`config.mk`:
```
export PLATFORM = sky130hd
export DESIGN_NAME = im_boot_loader
export DESIGN_NICKNAME = d
export VERILOG_FILES = /design/src/rtl/boot_defs.sv /design/src/rtl/boot_word_asm.sv /design/src/rtl/im_boot_loader.sv
export SDC_FILE = /design/constraint.sdc
export NUM_CORES = 1
export LEC_CHECK = 0
export ABC_AREA = 1
export CAP_MARGIN = 20
export CORE_ASPECT_RATIO = 0.7
export CORE_MARGIN = 5
export CORE_UTILIZATION = 45
export CTS_BUF_LIST = sky130_fd_sc_hd__clkbuf_8
export DETAILED_ROUTE_END_ITERATION = 16
export PLACE_DENSITY = 0.72
export SLEW_MARGIN = 20
export SYNTH_ARGS = -nofsm -noshare
export SYNTH_HDL_FRONTEND = slang
export SYNTH_SLANG_ARGS = --single-unit
```
`constraint.sdc`:
```
create_clock -name clk -period 5.37 [get_ports clk]
set_input_delay 0.537 -clock clk [delete_from_list [all_inputs] [get_ports clk]]
set_output_delay 0.537 -clock clk [all_outputs]
set_load 0.01 [all_outputs]
```
`src/rtl/boot_defs.sv`:
```
// Shared definitions for the instruction-memory boot loader: FSM encoding and
// image/word byte-lane constants.
package boot_defs;

  typedef enum logic [2:0] {
    ST_HDR  = 3'd0,
    ST_DATA = 3'd1,
    ST_CSUM = 3'd2,
    ST_DONE = 3'd3,
    ST_ERR  = 3'd4
  } boot_state_e;

  localparam int HDR_BYTES  = 4;
  localparam int CSUM_BYTES = 4;

  // Header, data words and checksum all share one word assembler.
  localparam int BYTES_PER_WORD = (HDR_BYTES > CSUM_BYTES) ? HDR_BYTES : CSUM_BYTES;
  localparam int LANE_W         = 8;
  localparam int WORD_W         = BYTES_PER_WORD * LANE_W;
  localparam int LANE_CNT_W     = $clog2(BYTES_PER_WORD);

  localparam logic [LANE_CNT_W-1:0]     LAST_LANE = LANE_CNT_W'(BYTES_PER_WORD - 1);
  localparam logic [BYTES_PER_WORD-1:0] ALL_LANES = '1;

endpackage

```
`src/rtl/boot_word_asm.sv`:
```
// Little-endian byte-to-word assembler; word_vld pulses for one cycle after the
// last byte of a word is accepted, with word_out holding the assembled word.
module boot_word_asm
  import boot_defs::*;
(
  input  logic              clk,
  input  logic              rst,
  input  logic              clear,
  input  logic              byte_vld,
  input  logic [LANE_W-1:0] byte_in,
  output logic              word_vld,
  output logic [WORD_W-1:0] word_out
);

  logic [LANE_CNT_W-1:0]    lane;
  logic [WORD_W-LANE_W-1:0] part;

  always_ff @(posedge clk) begin
    if (!rst || clear) begin
      lane     <= '0;
      part     <= '0;
      word_vld <= 1'b0;
      word_out <= '0;
    end else begin
      word_vld <= 1'b0;
      if (byte_vld) begin
        if (lane == LAST_LANE) begin
          word_out <= {byte_in, part};
          word_vld <= 1'b1;
          lane     <= '0;
        end else begin
          part[{lane, 3'b000} +: LANE_W] <= byte_in;
          lane <= lane + LANE_CNT_W'(1);
        end
      end
    end
  end

endmodule

```
`src/rtl/im_boot_loader.sv`:
```
// Boot loader between the CPU instruction port and instruction SRAM: loads a
// byte-stream image, verifies its checksum, then hands the SRAM to the CPU.
//
//   state | meaning
//   HDR   | collecting the 4-byte word count N
//   DATA  | collecting data words and writing them to SRAM
//   CSUM  | collecting the checksum word
//   DONE  | image verified; CPU owns SRAM and runs
//   ERR   | length or checksum failure; CPU held in reset
module im_boot_loader
  import boot_defs::*;
#(
  parameter int                ADDR_W    = 16,
  parameter logic [ADDR_W-1:0] BASE_ADDR = '0,
  parameter int                MAX_WORDS = 16384
) (
  input  logic              clk,
  input  logic              rst,
  input  logic              s_valid,
  input  logic [7:0]        s_data,
  output logic              s_ready,
  input  logic [3:0]        cpu_w_en,
  input  logic [31:0]       cpu_address,
  input  logic [31:0]       cpu_write_data,
  output logic [31:0]       cpu_read_data,
  output logic [3:0]        im_w_en,
  output logic [ADDR_W-1:0] im_address,
  output logic [31:0]       im_write_data,
  input  logic [31:0]       im_read_data,
  output logic              cpu_rst,
  output logic              done,
  output logic              error
);

  localparam int IDX_W = $clog2(MAX_WORDS + 1);

  boot_state_e       state, state_nxt;
  logic              word_vld;
  logic [WORD_W-1:0] word_out;
  logic [IDX_W-1:0]  idx;
  logic [IDX_W-1:0]  n_words;
  logic [31:0]       sum;
  logic              pass_now;
  logic              fail_now;
  logic              wr_now;
  logic [ADDR_W-1:0] wr_addr;
  logic              unused_addr_hi;

  assign unused_addr_hi = ^cpu_address[31:ADDR_W];

  boot_word_asm u_word_asm (
    .clk      (clk),
    .rst      (rst),
    .clear    (pass_now || fail_now),
    .byte_vld (s_valid && s_ready),
    .byte_in  (s_data),
    .word_vld (word_vld),
    .word_out (word_out)
  );

  assign wr_now  = (state == ST_DATA) && word_vld;
  assign wr_addr = BASE_ADDR + ADDR_W'({idx, 2'b00});

  // Terminal decisions are visible in the same cycle the deciding word arrives,
  // so done/error rise one cycle after the last byte of the header or checksum.
  always_comb begin
    state_nxt = state;
    pass_now  = 1'b0;
    fail_now  = 1'b0;
    case (state)
      ST_HDR: begin
        if (word_vld) begin
          if (word_out > 32'(MAX_WORDS)) begin
            state_nxt = ST_ERR;
            fail_now  = 1'b1;
          end else if (word_out == '0) begin
            state_nxt = ST_CSUM;
          end else begin
            state_nxt = ST_DATA;
          end
        end
      end
      ST_DATA: begin
        if (word_vld && (idx == n_words - IDX_W'(1))) state_nxt = ST_CSUM;
      end
      ST_CSUM: begin
        if (word_vld) begin
          if (word_out == sum) begin
            state_nxt = ST_DONE;
            pass_now  = 1'b1;
          end else begin
            state_nxt = ST_ERR;
            fail_now  = 1'b1;
          end
        end
      end
      default: state_nxt = state;
    endcase
  end

  always_ff @(posedge clk) begin
    if (!rst) begin
      state   <= ST_HDR;
      idx     <= '0;
      n_words <= '0;
      sum     <= '0;
    end else begin
      state <= state_nxt;
      if ((state == ST_HDR) && word_vld) n_words <= word_out[IDX_W-1:0];
      if (wr_now) begin
        idx <= idx + IDX_W'(1);
        sum <= sum + word_out;
      end
    end
  end

  always_comb begin
    s_ready       = 1'b0;
    im_w_en       = '0;
    im_address    = '0;
    im_write_data = '0;
    cpu_read_data = '0;
    cpu_rst       = 1'b0;
    done          = 1'b0;
    error         = 1'b0;
    if (rst) begin
      if ((state == ST_DONE) || pass_now) begin
        im_w_en       = cpu_w_en;
        im_address    = cpu_address[ADDR_W-1:0];
        im_write_data = cpu_write_data;
        cpu_read_data = im_read_data;
        cpu_rst       = 1'b1;
        done          = 1'b1;
      end else if ((state == ST_ERR) || fail_now) begin
        error = 1'b1;
      end else begin
        s_ready = 1'b1;
        if (wr_now) begin
          im_w_en       = ALL_LANES;
          im_address    = wr_addr;
          im_write_data = word_out;
        end
      end
    end
  end

endmodule

```
# Yosys cells after proc, flatten, opt, wreduce, memory -nomap -nowiden
# Cells that the tools add are included.
# word_totals
ff_bits,124
in_bits,111
out_inout_bits,88
elab_cells,84
# classes
addsub,5
order_cmp,1
n_eq_ne,10
shifts,2
n_mux,40
bitwise_logic,2
n_reduce_logical,16
# op_table
cell,count
$mux 32,6
$mux 16,4
$add 32x32->32,1
$eq 32x32->1,1
$gt 32x15->1 const B,1
$logic_not 32->1,1
$bwmux 24,1
$shift 8x7->24 const A,1
$shiftx 8x7->24,1
$mux 1,16
$mux 4,4
$add 15x1->15 const B,1
$eq 15x15->1,1
$mux 3,5
$sub 15x1->15 const B,1
$pmux 3 s3,1
$neg 5->7,1
$eq 3x2->1 const B,2
$ne 2x1->1 const B,3
$logic_and 1x1->1,4
$logic_or 1x1->1,4
$mux 2,2
$reduce_and 2->1,2
$reduce_and 4->1,1
other kinds (10),11

# Longest topological paths before layout
# Gate-level depths: netlist of the first run.
# logic_depth
depth_word,11
ltp_mapped,16
ltp_nobuf,16

# Modules after synthesis
# Synthesis of the first run repeated with hierarchy kept, for this count alone.
# hier_totals
cells_unflattened,1371
hier_area_um2,8455.6
# by_module_without_submodules
mod,n_inst,cells_each,area_per_inst_um2,seq_area_each_um2
im_boot_loader,1,1073,6112.1,1301.2
boot_word_asm,1,298,2343.5,1181.1

# Worst setup path before layout of the first run
# OpenSTA, ideal clock, no wires.
# synth_timing
kind,flip-flop to output port
from,reg sum[15]
to,out im_address[10]
arrival_ns,2.059
required_ns,4.833
path_slack_ns,2.774
path_stages_with_launch,14
n_path_buf,1
cell_sequence,dfxtp_1 > ha_1 > nor2_1 > nand2_1 > nor2_1 > nand2_1 > nor2_1 > nand3_1 > nand2_1 > nand2_1 > inv_1 > clkbuf_1 > nand2_1 > o21ai_0
# synth_via
elab_chain_len,8
word_cells_on_any_way,12
cone_classes,eq/ne (1); mux (9); reduce/logical (2)
# synth_rtl
element,line,text
"start, declared",im_boot_loader.sv:42,logic [31:0] sum;
"start signal, assigned",im_boot_loader.sv:112,sum <= sum + word_out;
$eq 32x32->1 *,im_boot_loader.sv:88,if (word_out == sum) begin
$mux 1,im_boot_loader.sv:88,
$mux 1,im_boot_loader.sv:87,if (word_vld) begin
$pmux 1 s2,im_boot_loader.sv:70,case (state)
$logic_or 1x1->1,im_boot_loader.sv:134,end else if ((state == ST_ERR) || fail_now) begin
$mux 16,im_boot_loader.sv:134,
$mux 16 *,im_boot_loader.sv:127,if ((state == ST_DONE) || pass_now) begin
$mux 16 *,im_boot_loader.sv:126,if (rst) begin
"end, declared",im_boot_loader.sv:27,"output logic [ADDR_W-1:0] im_address,"
# Every way passes the cells marked *; elsewhere a longest branch is shown, timed or not.

# Worst setup path after layout of the first run
# layout_timing
from,reg u_word_asm.word_out[7]
to,out im_write_data[15]
# layout_via
elab_chain_len,8
word_cells_on_any_way,15
cone_classes,order compare (1); eq/ne (1); mux (11); reduce/logical (2)
# layout_rtl
element,line,text
"start, declared",boot_word_asm.sv:12,output logic [WORD_W-1:0] word_out
"start signal, assigned",boot_word_asm.sv:28,"word_out <= {byte_in, part};"
$gt 32x15->1 / $eq 32x32->1 (equally long branches),"im_boot_loader.sv:73, im_boot_loader.sv:88",
"$mux 1, on equally long branches","im_boot_loader.sv:73, im_boot_loader.sv:88",
"$mux 1, on equally long branches","im_boot_loader.sv:72, im_boot_loader.sv:87",
$pmux 1 s2,im_boot_loader.sv:70,
$logic_or 1x1->1,im_boot_loader.sv:134,
$mux 32,im_boot_loader.sv:134,
$mux 32 *,im_boot_loader.sv:127,
$mux 32 *,im_boot_loader.sv:126,
"end, declared",im_boot_loader.sv:28,"output logic [31:0] im_write_data,"
# Marked as above.

==> metrics.yaml, run 1 <==
overflow: 0
grt_pass1_wl_um: 45400
nets: 1805
final_cell_mix: "nand2_1, nor2_1, inv_1, clkdlybuf4s50_1, dfxtp_1"
post_dp_cell_area_sq_um: 10800
cp-start-kind: "flip-flop"
finalInstanceArea_sq_um: 11200
ys_ff_latch: 124
antenna_left: 0
finalClockSkew_ns: 0.0231
vdd_drop_max_v: 0.000145
clk_path_buf_depth: 2
setup.worst_path.end_class: "primary output"
rsz0062_at_grt: "false"
synth_nets: 1641
p_leak_nw: 5.48
dieArea_sq_um: 22300
htreeDepth: 4
post-route-min-period_ns: 4.66
grt_max_degree: 54
path_clk_slew_ns: 0.09
globalRouteTotalUtil_pct: 25.1
numPortBuffers: 182
pin_count: 199
yosysWarnings: 0
holdWs_ns: 0.479
cts_buffers: 17
cap_violations: 0
final_common_cell: "nand2_1"
fmax_ghz: 0.215
start_util_pct: 46.0
synth_edf_count: 0
status: "finished, final reports clean"
slowest_delay_ns: 0.60
hold_viol: 0
finalSetupTns_ns: 0
antenna_found_initial: 0
synthArstFlopShare_pct: 0
ys_seq_area_share_pct: 28.4
cts_tree: "yes"
hp-class: "flip-flop to flip-flop"
wl_um: 28700
critPathMostFrequentCell: "nand2_1"
fin_util_pct: 58.9
rows: 42
cts_sinks: 124
post-route-period-util_pct: 86.7
gp_congestion: 0.958
fillers: 1877
n_antenna_cell: 0
drc_errors: 0
dr.pass1.iters: 7
power_density_nw_per_um2: 180
cts_setup_buffers: 0
syn_area_sq_um: 8730
synth.distinct_cells: 38
cp_max_fo: 35
worstMarginPinSlew_ns: 0.731
hold_buffers: 0
drtIter0Drc: 936
path_class: "flip-flop to primary output"
vias: 9827
ys_dominant_reg_cell: "dfxtp_1"
drt-wirelength-per-cell_um: 14.8
root_buffer: "clkbuf_8"
area_delta_synth_final_pct: 27.9
fp.dieW_um: 177
viasPerCell: 5.09
timing.slew.headroom_pct: 51.2
synth.avg_cell_area_sq_um: 5.86
setup_viol: 0
cpMaxStageDelayCell: "clkdlybuf4s50_1"
clk_latency_ns: 0.47
grt_pass1_vias: 8816
crit_buf_inv: 4
report.final.slew_viol_count: 0
crit_family: "buffers and inverters"
syn_inst: 1491
cp.arrival_ns: 4.12
drive_gt1_share_pct: 3.72
cp_cell_sequence: "ha_1 -> nor2_1 -> nand2_1 -> nor2_1 -> nand2_1 -> nor2_1 -> nand3_1 -> nand2_1 -> nand2_1 -> buf_4 -> inv_1 -> buf_12 -> nand2_1 -> o21ai_0 -> clkdlybuf4s50_1"
total_power_w: 0.00201
worstPathRequired_ns: 4.83
cts_resized: 0
coreArea_sq_um: 19000
fp.dieH_um: 127
hpwl_um: 22600
cells by family (layout without fill, tap and decap cells):
family	count (synthesis)	after routing	synth area share, %
AOI/OAI and AO/OA	226	226	13.9
xor gates and xnor gates	29	29	2.91
buffers and inverters	288	465	12.8
DFF	124	124	28.4
adders and majority gates	39	39	5.67
and+or+nand+nor	785	785	36.3
worst register-to-register path, cell delays in order (launching register included):
cell and delay, ns:
dfxtp_1 0.52, ha_1 0.36, nor2_1 0.12, nand2_1 0.06, nor2_1 0.08, nand2_1 0.05, nor2_1 0.22, nand2_1 0.16
nand3_2 0.13, nand2_2 0.11, nor3_4 0.49, nand2_2 0.55, buf_4 0.42, nand2_1 0.11, nand2_1 0.06, nor2_1 0.08
layer usage:
metal	global-route usage [%]	part of all wire (%)	vias up
met4	4.27	0.90	0
met2	35.9	40	377
met3	6.37	9.8	25
li1	-	-	5001
met5	0	0	-
met1	38.4	49	4424
final cells by class:
class | instances | area [sq um] | share of cell area, %
tap | 264 | 330 | 2.96
timing repair buffer | 193 | 1920 | 17.2
inverter | 240 | 901 | 8.07
sequential | 124 | 2480 | 22.2
multi-input combinational | 1079 | 5130 | 45.9
clock inverter | 15 | 165 | 1.48
clock buffer | 17 | 234 | 2.10
through the flow:
step           std cells  setup WS (ns)
3_3_place_gp        1899           1.23
4_1_cts             1931          0.709
6_report            1932          0.713
5_1_grt             1932          0.387
2_1_floorplan       1491           2.77
3_5_place_dp        1899           1.23
Yosys cell counts (2+ instances only):
master,n,area (sq um)
o21ai_1,3,15.0
buf_6,3,33.8
a21o_1,6,45.0
o211ai_1,6,45.0
nor3_1,22,110
nand3_1,66,330
nand4_1,27,169
o21ai_0,112,561
buf_1,10,37.5
inv_2,12,45.0
a31oi_1,3,18.8
nand2_2,2,12.5
a32o_1,2,20.0
clkbuf_1,23,86.3
ha_1,38,475
dfxtp_1,124,2480
xnor2_1,12,105
o21bai_1,5,37.5
nand2_1,355,1330
nor2_2,2,12.5
buf_2,11,55.1
a21boi_0,5,37.5
a21oi_1,80,400
inv_1,227,852
nor2_1,305,1140
nand3_2,2,20.0
xor2_1,17,149
path summary, 6_finish.rpt:
kind | start | to | slack, ns | depth (start not counted)
max | u_word_asm.word_out[7] | im_write_data[15] | 0.71 | 15
min | idx[14] | idx[14] | 0.48 | 2
max reg2reg | u_word_asm.word_out[7] | u_word_asm.word_out[31] | 1.77 | 15
min reg2reg | idx[14] | idx[14] | 0.48 | 2
state kept, by name, summed over array words and instances, names as in the netlist:
signal,cells
idx,15
n_words,15
state,3
sum,32
u_word_asm.lane,2
u_word_asm.part,24
u_word_asm.word_out,32
u_word_asm.word_vld,1
report_power, final:
part	switching [W]	internal (W)	total, W
sequential	0.00000891	0.000930	0.000939
clock	0.000440	0.000421	0.000861
combinational	0.000108	0.0000996	0.000208
total	0.000557	0.00145	0.00201
No activity file was read; power rests on OpenSTA's default activity.
==> run 2: changes to the inputs <==
CTS_BUF_LIST = not set   (was sky130_fd_sc_hd__clkbuf_8)
==> metrics.yaml, run 2 (synthesis results as in run 1) <==
hold_buffers: 0
final_cell_mix: "nand2_1, nor2_1, inv_1, clkdlybuf4s50_1, dfxtp_1"
htreeDepth: 4
fmax_ghz: 0.217
cp-start-kind: "flip-flop"
coreArea_sq_um: 19000
globalRouteTotalUtil_pct: 25.2
nets: 1805
numPortBuffers: 182
cts_tree: "yes"
cp.arrival_ns: 4.08
cpMaxStageDelayCell: "clkdlybuf4s50_1"
slowest_delay_ns: 0.60
grt_max_degree: 54
cp_cell_sequence: "ha_1 -> nor2_1 -> nand2_1 -> nor2_1 -> nand2_1 -> nor2_1 -> nand3_1 -> nand2_1 -> nand2_1 -> buf_4 -> inv_1 -> buf_12 -> nand2_1 -> o21ai_0 -> clkdlybuf4s50_1"
vdd_drop_max_v: 0.000219
finalClockSkew_ns: 0.0139
fp.dieH_um: 127
grt_pass1_wl_um: 45500
grt_pass1_vias: 8775
rsz0062_at_grt: "false"
path_clk_slew_ns: 0.06
hold_end: "idx[14]"
gp_congestion: 0.958
worstMarginPinSlew_ns: 0.759
cts_setup_buffers: 0
timing.slew.headroom_pct: 49.3
worstPathRequired_ns: 4.83
finalSetupTns_ns: 0
path_class: "flip-flop to primary output"
cp_max_fo: 35
viasPerCell: 5.07
hold_viol: 0
setup.worst_path.end_class: "primary output"
antenna_found_initial: 0
cts_buffers: 17
hpwl_um: 22600
drt-wirelength-per-cell_um: 14.9
wl_um: 28700
setup_viol: 0
p_leak_nw: 5.57
dieArea_sq_um: 22300
rrSetupSlack_ns: 1.80
n_antenna_cell: 0
finalInstanceArea_sq_um: 11400
area_delta_synth_final_pct: 30.2
vias: 9803
post-route-period-util_pct: 86.0
dr.pass1.iters: 5
hp-start: "idx[14]"
rr_startpoint: "u_word_asm.word_out[11]"
overflow: 0
clk_latency_ns: 0.44
fp.dieW_um: 177
clk_path_buf_depth: 2
power_density_nw_per_um2: 204
cap_violations: 0
fillers: 1833
root_buffer: "clkbuf_16"
antenna_left: 0
holdWs_ns: 0.476
status: "finished, final reports clean"
critPathMostFrequentCell: "nand2_1"
drive_gt1_share_pct: 3.72
hp-class: "flip-flop to flip-flop"
reg_top3: "sum x32, u_word_asm.word_out x32, u_word_asm.part x24"
final_common_cell: "nand2_1"
hold_depth: 2
start_util_pct: 46.0
cts_resized: 0
r2r-end: "u_word_asm.word_out[26]"
reg2regPathDepth: 14
rows: 42
report.final.slew_viol_count: 0
post-route-min-period_ns: 4.62
cts_sinks: 124
drtIter0Drc: 1019
drc_errors: 0
pin_count: 199
post_dp_cell_area_sq_um: 10800
==> run 2: cell count changes in the layout (fill, tap and decap cells not counted), sizes merged <==
| cell | before | now |
|---|---|---|
| clkbuf | 17 | 18 |
| inv | 246 | 245 |
==> run 2: worst max-delay path by stage <==
stage | startpoint | end | slack, ns | cells after the start
6_report | u_word_asm.word_out[11] | im_write_data[15] | 0.75 | 15
2_1_floorplan | sum[15] | im_address[10] | 2.77 | 13
5_1_grt | u_word_asm.word_out[18] | im_write_data[15] | 0.43 | 15
4_1_cts | u_word_asm.word_out[11] | im_write_data[15] | 0.76 | 15
3_5_place_dp | u_word_asm.word_out[18] | im_write_data[15] | 1.23 | 15
3_3_place_gp | u_word_asm.word_out[18] | im_write_data[15] | 1.23 | 15
==> run 2: area by class of cell <==
cell class,instances,area [sq um],share of cell area [%]
Multi-Input combinational cell,1079,5130,45.1
Sequential cell,124,2480,21.8
Timing Repair Buffer,193,1940,17.0
Inverter,240,901,7.92
Clock buffer,18,429,3.77
Tap cell,264,330,2.90
Clock inverter,14,161,1.42
==> run 2: critical path: cells and delay by family, from the launching register on <==
kind	cells	cell delay (ns)
buf+inv	4	1.59
fa+ha+maj	1	0.37
compound gates	1	0.12
flops	1	0.50
simple gates	9	1.03
==> run 2: metal layers <==
layer  vias up  part of all wire (%)  track usage [%]  wire length [um]
li1       4987                     -                -                 -
met1      4405                    49             38.6             14000
met2       387                    40             35.7             11500
met3        24                    10             6.54              2960
met4         0                  0.78             4.64               224
met5         -                     0                0                 0
==> run 2: metrics by stage <==
stage               worst slack [ns]  cells  power (W)  utilization (%)
detailed placement              1.23   1899    0.00116             56.7
CTS                            0.756   1931    0.00232             59.8
global route                   0.428   1932    0.00239             59.9
global placement                1.23   1899    0.00116             56.7
finish                         0.752   1932    0.00232             59.9
floorplan                       2.77   1491    0.00106                -
==> run 2: power by group <==
part | internal [W] | leakage (nW) | switching, W
Sequential | 0.000931 | 1.00 | 0.00000899
Combinational | 0.000101 | 4.29 | 0.000108
Clock | 0.000694 | 0.284 | 0.000479
Total | 0.00173 | 5.57 | 0.000596
==> run 3: changes to the inputs <==
CTS_CLUSTER_DIAMETER = 40   (was not set)
SKIP_LAST_GASP = 1   (was not set)
==> results of run 3 <==
Same layout as run 2: the final DEF is identical, and so are final timing and power.
